==> src/rtl/output_buffer_pkg.sv <==
// output_buffer_pkg: shared FSM encoding and default parameters for the output buffer.
package output_buffer_pkg;
    typedef enum logic [1:0] {IDLE, LOAD, SEND, DONE} state_t;
    localparam int DEF_DATA_W = 32;
    localparam int DEF_DEPTH  = 8;
    localparam int DEF_FILL   = 0;
endpackage

==> src/rtl/output_buffer_if.sv <==
// output_buffer_if: write port and dump stream of the output buffer.
interface output_buffer_if #(parameter int DATA_W = 32, parameter int ADDR_W = 3);
    logic              write_en;
    logic [ADDR_W-1:0] write_address;
    logic [DATA_W-1:0] input_data;
    logic              dump_start;
    logic              dump_ready;
    logic              dump_valid;
    logic [DATA_W-1:0] dump_data;
    logic [ADDR_W-1:0] dump_addr;
    logic              dump_last;
    logic              busy;
    logic              dump_done;
    logic              write_err;
    modport master (
        output write_en, write_address, input_data, dump_start, dump_ready,
        input  dump_valid, dump_data, dump_addr, dump_last, busy, dump_done, write_err
    );
    modport slave (
        input  write_en, write_address, input_data, dump_start, dump_ready,
        output dump_valid, dump_data, dump_addr, dump_last, busy, dump_done, write_err
    );
endinterface

==> src/rtl/output_buffer_mem.sv <==
// output_buffer_mem: single write port, registered-address read port storage.
module output_buffer_mem #(
    parameter int DATA_W = 32,
    parameter int DEPTH  = 8,
    parameter int ADDR_W = $clog2(DEPTH)
) (
    input  logic              clk,
    input  logic              we,
    input  logic [ADDR_W-1:0] wr_addr,
    input  logic [DATA_W-1:0] wr_data,
    input  logic [ADDR_W-1:0] rd_addr,
    output logic [DATA_W-1:0] rd_data
);
    logic [DATA_W-1:0] mem_q [DEPTH];
    logic [ADDR_W-1:0] rd_addr_q;
    always_ff @(posedge clk) begin
        if (we) mem_q[wr_addr] <= wr_data;
        rd_addr_q <= rd_addr;
    end
    assign rd_data = mem_q[rd_addr_q];
endmodule

==> src/rtl/output_buffer.sv <==
// output_buffer: word buffer with a written mask, streamed out in address order on request.
module output_buffer import output_buffer_pkg::*; #(
    parameter int                DATA_W = DEF_DATA_W,
    parameter int                DEPTH  = DEF_DEPTH,
    parameter int                ADDR_W = $clog2(DEPTH),
    parameter logic [DATA_W-1:0] FILL   = DATA_W'(DEF_FILL)
) (
    input  logic              clk,
    input  logic              rst_n,
    output_buffer_if.slave    bus
);
    localparam logic [ADDR_W:0]   DEPTH_W = (ADDR_W+1)'(DEPTH);
    localparam logic [ADDR_W-1:0] LAST_A  = ADDR_W'(DEPTH - 1);
    state_t            state_q, state_d;
    logic [ADDR_W-1:0] ptr_q, ptr_d;
    logic [DEPTH-1:0]  mask_q, mask_d;
    logic [DATA_W-1:0] data_q, data_d;
    logic              err_q, err_d;
    logic              wr_ok;
    logic [DATA_W-1:0] rd_data;
    // Read address tracks the next pointer so the memory output matches ptr_q in LOAD.
    output_buffer_mem #(.DATA_W(DATA_W), .DEPTH(DEPTH), .ADDR_W(ADDR_W)) u_mem (
        .clk     (clk),
        .we      (wr_ok),
        .wr_addr (bus.write_address),
        .wr_data (bus.input_data),
        .rd_addr (ptr_d),
        .rd_data (rd_data)
    );
    always_comb begin
        state_d = state_q;
        ptr_d   = ptr_q;
        mask_d  = mask_q;
        data_d  = data_q;
        wr_ok   = bus.write_en && state_q == IDLE && {1'b0, bus.write_address} < DEPTH_W;
        err_d   = bus.write_en && !wr_ok;
        if (wr_ok) mask_d[bus.write_address] = 1'b1;
        case (state_q)
            IDLE: state_d = bus.dump_start ? LOAD : IDLE;
            LOAD: begin
                data_d  = mask_q[ptr_q] ? rd_data : FILL;
                state_d = SEND;
            end
            SEND: if (bus.dump_ready) begin
                state_d = ptr_q == LAST_A ? DONE : LOAD;
                ptr_d   = ptr_q == LAST_A ? '0 : ptr_q + ADDR_W'(1);
                mask_d  = ptr_q == LAST_A ? '0 : mask_q;
                data_d  = ptr_q == LAST_A ? '0 : data_q;
            end
            default: state_d = IDLE;
        endcase
    end
    always_ff @(posedge clk or negedge rst_n) begin
        if (!rst_n) begin
            state_q <= IDLE;
            ptr_q   <= '0;
            mask_q  <= '0;
            data_q  <= '0;
            err_q   <= 1'b0;
        end else begin
            state_q <= state_d;
            ptr_q   <= ptr_d;
            mask_q  <= mask_d;
            data_q  <= data_d;
            err_q   <= err_d;
        end
    end
    assign bus.dump_valid = state_q == SEND;
    assign bus.dump_last  = state_q == SEND && ptr_q == LAST_A;
    assign bus.dump_data  = (state_q == LOAD || state_q == SEND) ? data_q : '0;
    assign bus.dump_addr  = (state_q == LOAD || state_q == SEND) ? ptr_q : '0;
    assign bus.busy       = state_q != IDLE;
    assign bus.dump_done  = state_q == DONE;
    assign bus.write_err  = err_q;
endmodule

==> src/flat_wrapper.sv <==
// flat-port wrapper written by rule: the top's interface ports become plain ports
module output_buffer_flat import output_buffer_pkg::*;
#(
    parameter int                DATA_W = DEF_DATA_W,
    parameter int                DEPTH  = DEF_DEPTH,
    parameter int                ADDR_W = $clog2(DEPTH),
    parameter logic [DATA_W-1:0] FILL   = DATA_W'(DEF_FILL)
)
  (clk, rst_n, bus_write_en, bus_write_address, bus_input_data, bus_dump_start, bus_dump_ready, bus_dump_valid, bus_dump_data, bus_dump_addr, bus_dump_last, bus_busy, bus_dump_done, bus_write_err);
  output_buffer_if #(.DATA_W(DATA_W), .ADDR_W(ADDR_W)) bus_i ();
  input  logic clk;
  input  logic rst_n;
  input wire logic [$bits(bus_i.write_en)-1:0] bus_write_en;
  input wire logic [$bits(bus_i.write_address)-1:0] bus_write_address;
  input wire logic [$bits(bus_i.input_data)-1:0] bus_input_data;
  input wire logic [$bits(bus_i.dump_start)-1:0] bus_dump_start;
  input wire logic [$bits(bus_i.dump_ready)-1:0] bus_dump_ready;
  output wire logic [$bits(bus_i.dump_valid)-1:0] bus_dump_valid;
  output wire logic [$bits(bus_i.dump_data)-1:0] bus_dump_data;
  output wire logic [$bits(bus_i.dump_addr)-1:0] bus_dump_addr;
  output wire logic [$bits(bus_i.dump_last)-1:0] bus_dump_last;
  output wire logic [$bits(bus_i.busy)-1:0] bus_busy;
  output wire logic [$bits(bus_i.dump_done)-1:0] bus_dump_done;
  output wire logic [$bits(bus_i.write_err)-1:0] bus_write_err;
  assign bus_i.write_en = bus_write_en;
  assign bus_i.write_address = bus_write_address;
  assign bus_i.input_data = bus_input_data;
  assign bus_i.dump_start = bus_dump_start;
  assign bus_i.dump_ready = bus_dump_ready;
  assign bus_dump_valid = bus_i.dump_valid;
  assign bus_dump_data = bus_i.dump_data;
  assign bus_dump_addr = bus_i.dump_addr;
  assign bus_dump_last = bus_i.dump_last;
  assign bus_busy = bus_i.busy;
  assign bus_dump_done = bus_i.dump_done;
  assign bus_write_err = bus_i.write_err;
  output_buffer #(.DATA_W(DATA_W), .DEPTH(DEPTH), .ADDR_W(ADDR_W), .FILL(FILL)) u_core (.clk(clk), .rst_n(rst_n), .bus(bus_i));
endmodule
==> config.mk <==
export PLATFORM = sky130hd
export DESIGN_NAME = output_buffer_flat
export DESIGN_NICKNAME = d
export VERILOG_FILES = /design/src/rtl/output_buffer_pkg.sv /design/src/rtl/output_buffer_if.sv /design/src/rtl/output_buffer_mem.sv /design/src/rtl/output_buffer.sv /design/src/flat_wrapper.sv
export SDC_FILE = /design/constraint.sdc
export NUM_CORES = 1
export LEC_CHECK = 0
export ABC_AREA = 1
export ABC_CLOCK_PERIOD_IN_PS = 3700
export BUFFER_PORTS_ARGS = -buffer_cell sky130_fd_sc_hd__buf_2
export CAP_MARGIN = 10
export CORE_MARGIN = 8
export CORE_UTILIZATION = 50
export CTS_BUF_LIST = sky130_fd_sc_hd__clkbuf_8
export CTS_CLUSTER_DIAMETER = 150
export DETAILED_ROUTE_END_ITERATION = 10
export PLACE_DENSITY = 0.68
export SLEW_MARGIN = 20
export SYNTH_ARGS = -nofsm -noshare
export SYNTH_HDL_FRONTEND = slang
export SYNTH_SLANG_ARGS = --single-unit
==> constraint.sdc <==
create_clock -name clk -period 3.7 [get_ports clk]
set_clock_uncertainty 0.05 [all_clocks]
set_input_delay 0 -clock clk [delete_from_list [all_inputs] [get_ports clk]]
set_output_delay 0 -clock clk [all_outputs]
set_load 0.01 [all_outputs]
==> run metrics <==
crit path kind=flip-flop to flip-flop; # DRC=0; vias=9,515; H-tree lvl count=2; routability cong.=0.811; n_diodes=0; Hold EP=u_core.u_mem.mem_q[6][11]; Net Count, Synth=1,476; crit path from=u_core.state_q[0]; first-pass GRT wire length=49,100 um; CTS tree=done; dpl cell area=14,300 um^2; Final setup viols=0; compound-cell area share of the yosys netlist=0.00646; row cnt=60; CTS max path bufs=3; clk_lat worst skew=0.58 ns; CTS clk-pin slew, worst paths=0.06 ns; Critical Path End Type=flip-flop; ratio of final minimum period to clock period=0.705; reg2reg path depth=5; nets=1,604; initial antenna violation count=0; Max stage delay cell, worst path=nor2_4; LEAKAGE=7.79 nW; largest net degree at the start of global routing=129; TNS Setup=0 ns; FF-to-FF setup slack=1.09 ns; top-level I/O count=80; CP Data Required Time=3.90 ns; vias in the first global route=9,352; area delta synth->final=16.0%; crit path max fanout=25; Clock Root Buffer=clkbuf_8; reg2reg end=u_core.u_mem.mem_q[5][27]; WL/cell=16.0 um; pre-CTS setup slack=1.14 ns; Fill cells=2,258; hold_buf cts=41; Final Instance Area=15,700 um^2; largest family of logic cells by synthesized area=simple AND/OR/NAND/NOR gates; unrepaired setup endpoints after global routing=false; register area=8900 um^2; Final Hold Viols=0; Syn. warnings=0; worst r2r src=u_core.state_q[0]; Port Buffer Count=79; Vias/cell=4.90; Mapped Area=13,600 um^2; cell count after synthesis=1,430; Worst Path Arrival=2.81 ns; Worst Hold Depth=3; critical-path cell list=inv_1, ha_1, nand3_1, nor2_4, buf_4; Num CTS Buffers=50; total grt overflow=0; layout cells sized above 1=0.118; clock period minus final worst setup slack=2.61 ns; Initial Util=0.506; Post-CTS Setup Bufs=0; width of the die=181 um; sum of buffers and inverters on the critical path=2; top post-synthesis cells by area=edfxtp_1, nand2_1, dfrtp_1; Clock Sinks=305; antenna viol nets, final=0; Synth Area in XOR/XNOR=0; DR pass1 iterations=5; routed wire length=31,000 um; Synth Area in Adders=0.00553; Worst path depth=5; Slew @ Worst Pin=1.05 ns; Peak VDD IR=0.000430 V; MaxCap Viol Count=0; Worst setup SP type=flip-flop; DP HPWL=18,700 um; FF+latch count, synth=305; pwr dens=706 nW/um^2; sequential-to-total area share from yosys stat=0.656; top cell type's share of synthesized area=0.567; multiplexer share of the synthesized area=0; cell family with most CP delay=simple AND/OR/NAND/NOR gates; multi-input logic area=3210 um^2; HP Class=input port to flip-flop; post_cts resized=0; max frequency=383 MHz; Slew Viols, Final=0; syn avg cell area=9.49 um^2; DRT iter0 DRCs=722; Post-Synth Simple-Gate Area=0.220; All-Layer GR Usage=0.188; Slew headroom=0.298; HP Start=bus_write_address[2]; die area=32,700 um^2; Final WS setup=1.09 ns; Die Height=181 um; post-synthesis cell type count=21; Yosys top cell by area=edfxtp_1; core region area=26,800 um^2; status=finished, final reports clean; worst stage delay on the critical path=0.77 ns
==> stage by stage <==
step | util | hold slack (ns) | cells | total power [W]
after global routing | 0.587 | 0.0543 | 1940 | 0.0118
after floorplan | - | -0.346 | 1430 | 0.00707
after global placement | 0.532 | 0.216 | 1805 | 0.00813
after CTS | 0.586 | 0.0201 | 1939 | 0.0112
after detailed placement | 0.532 | 0.0244 | 1805 | 0.00820
final | 0.587 | 0.0464 | 1940 | 0.0111
==> tightest hold or removal path: cells and delay by family <==
kind / cells / cell delay, ns
buffers and inverters: 1 / 0.12
and+or+nand+nor: 2 / 0.34
==> metal layers <==
layer	track usage	part of all wire	up-vias
li1	-	-	4679
met1	0.230	0.42	4510
met2	0.334	0.50	271
met3	0.0333	0.053	55
met4	0.0539	0.018	0
met5	0	0	-
==> layout make-up <==
class,count,share of cell area
clock buffers,59,0.0516
inverters,309,0.0738
flip-flops and latches,305,0.566
multi-input cells,754,0.204
clock inverters,34,0.0135
repair buffers,138,0.0639
well taps,341,0.0271
==> worst max path at each step <==
stage,endpoint,slack [ns]
after detailed placement,u_core.u_mem.mem_q[5][17],1.14
after CTS,u_core.u_mem.mem_q[5][30],1.10
final,u_core.u_mem.mem_q[5][27],1.09
after global routing,u_core.u_mem.mem_q[5][25],1.0
after floorplan,u_core.u_mem.mem_q[0][0],1.0
after global placement,u_core.u_mem.mem_q[5][17],1.20
==> logic make-up after synthesis <==
| kind of cell | count (synthesis) |
|---|---|
| and+or+nand+nor | 732 |
| buffers and inverters | 371 |
| DFF | 305 |
| AOI/OAI and AO/OA | 16 |
| adders and majority gates | 6 |
==> state kept, by name, indices dropped and copies added, names as in the netlist, named ones only <==
register	flops
u_core.mask_q	8
u_core.data_q	32
u_core.ptr_q	3
u_core.state_q	2
u_core.bus.write_err	1
u_core.u_mem.mem_q	256
==> cell usage after synthesis (all sizes together) <==
cell type and count:
a21oi 2, buf 51, clkbuf 11, dfrtp 46, dfxtp 3, edfxtp 256, ha 6, inv 309
nand2 551, nand3 167, nand3b 1, nor2 13, o211ai 1, o21ai 13
==> power by group <==
group | internal (W) | leakage (nW) | switching (W)
clock | 0.00160 | 0.572 | 0.00132
combinational | 0.00117 | 4.29 | 0.00280
sequential | 0.00404 | 2.93 | 0.000189
==> cells in the final DEF (no fill, tap or decap) <==
cell,netlist,layout
o21ai_0,13,13
dfxtp_2,0,1
clkinv_1,0,12
nand3_1,162,162
dfxtp_1,3,1
buf_2,29,78
nand2_1,550,550
nor2_2,0,1
o211ai_2,1,1
nor2_4,0,8
a21oi_1,2,2
buf_16,0,2
inv_2,3,2
clkbuf_8,2,59
clkinv_2,0,7
buf_12,0,2
bufinv_16,0,2
buf_4,14,16
clkinv_8,0,2
dfrtp_1,46,46
dfxtp_4,0,1
ha_1,6,6
dlygate4sd3_1,0,40
nand3_2,5,5
edfxtp_1,256,256
inv_1,306,318
nand2_2,1,1
nor2_1,13,4
nand3b_1,1,1
Note: power is estimated with default switching activity, not from simulation.
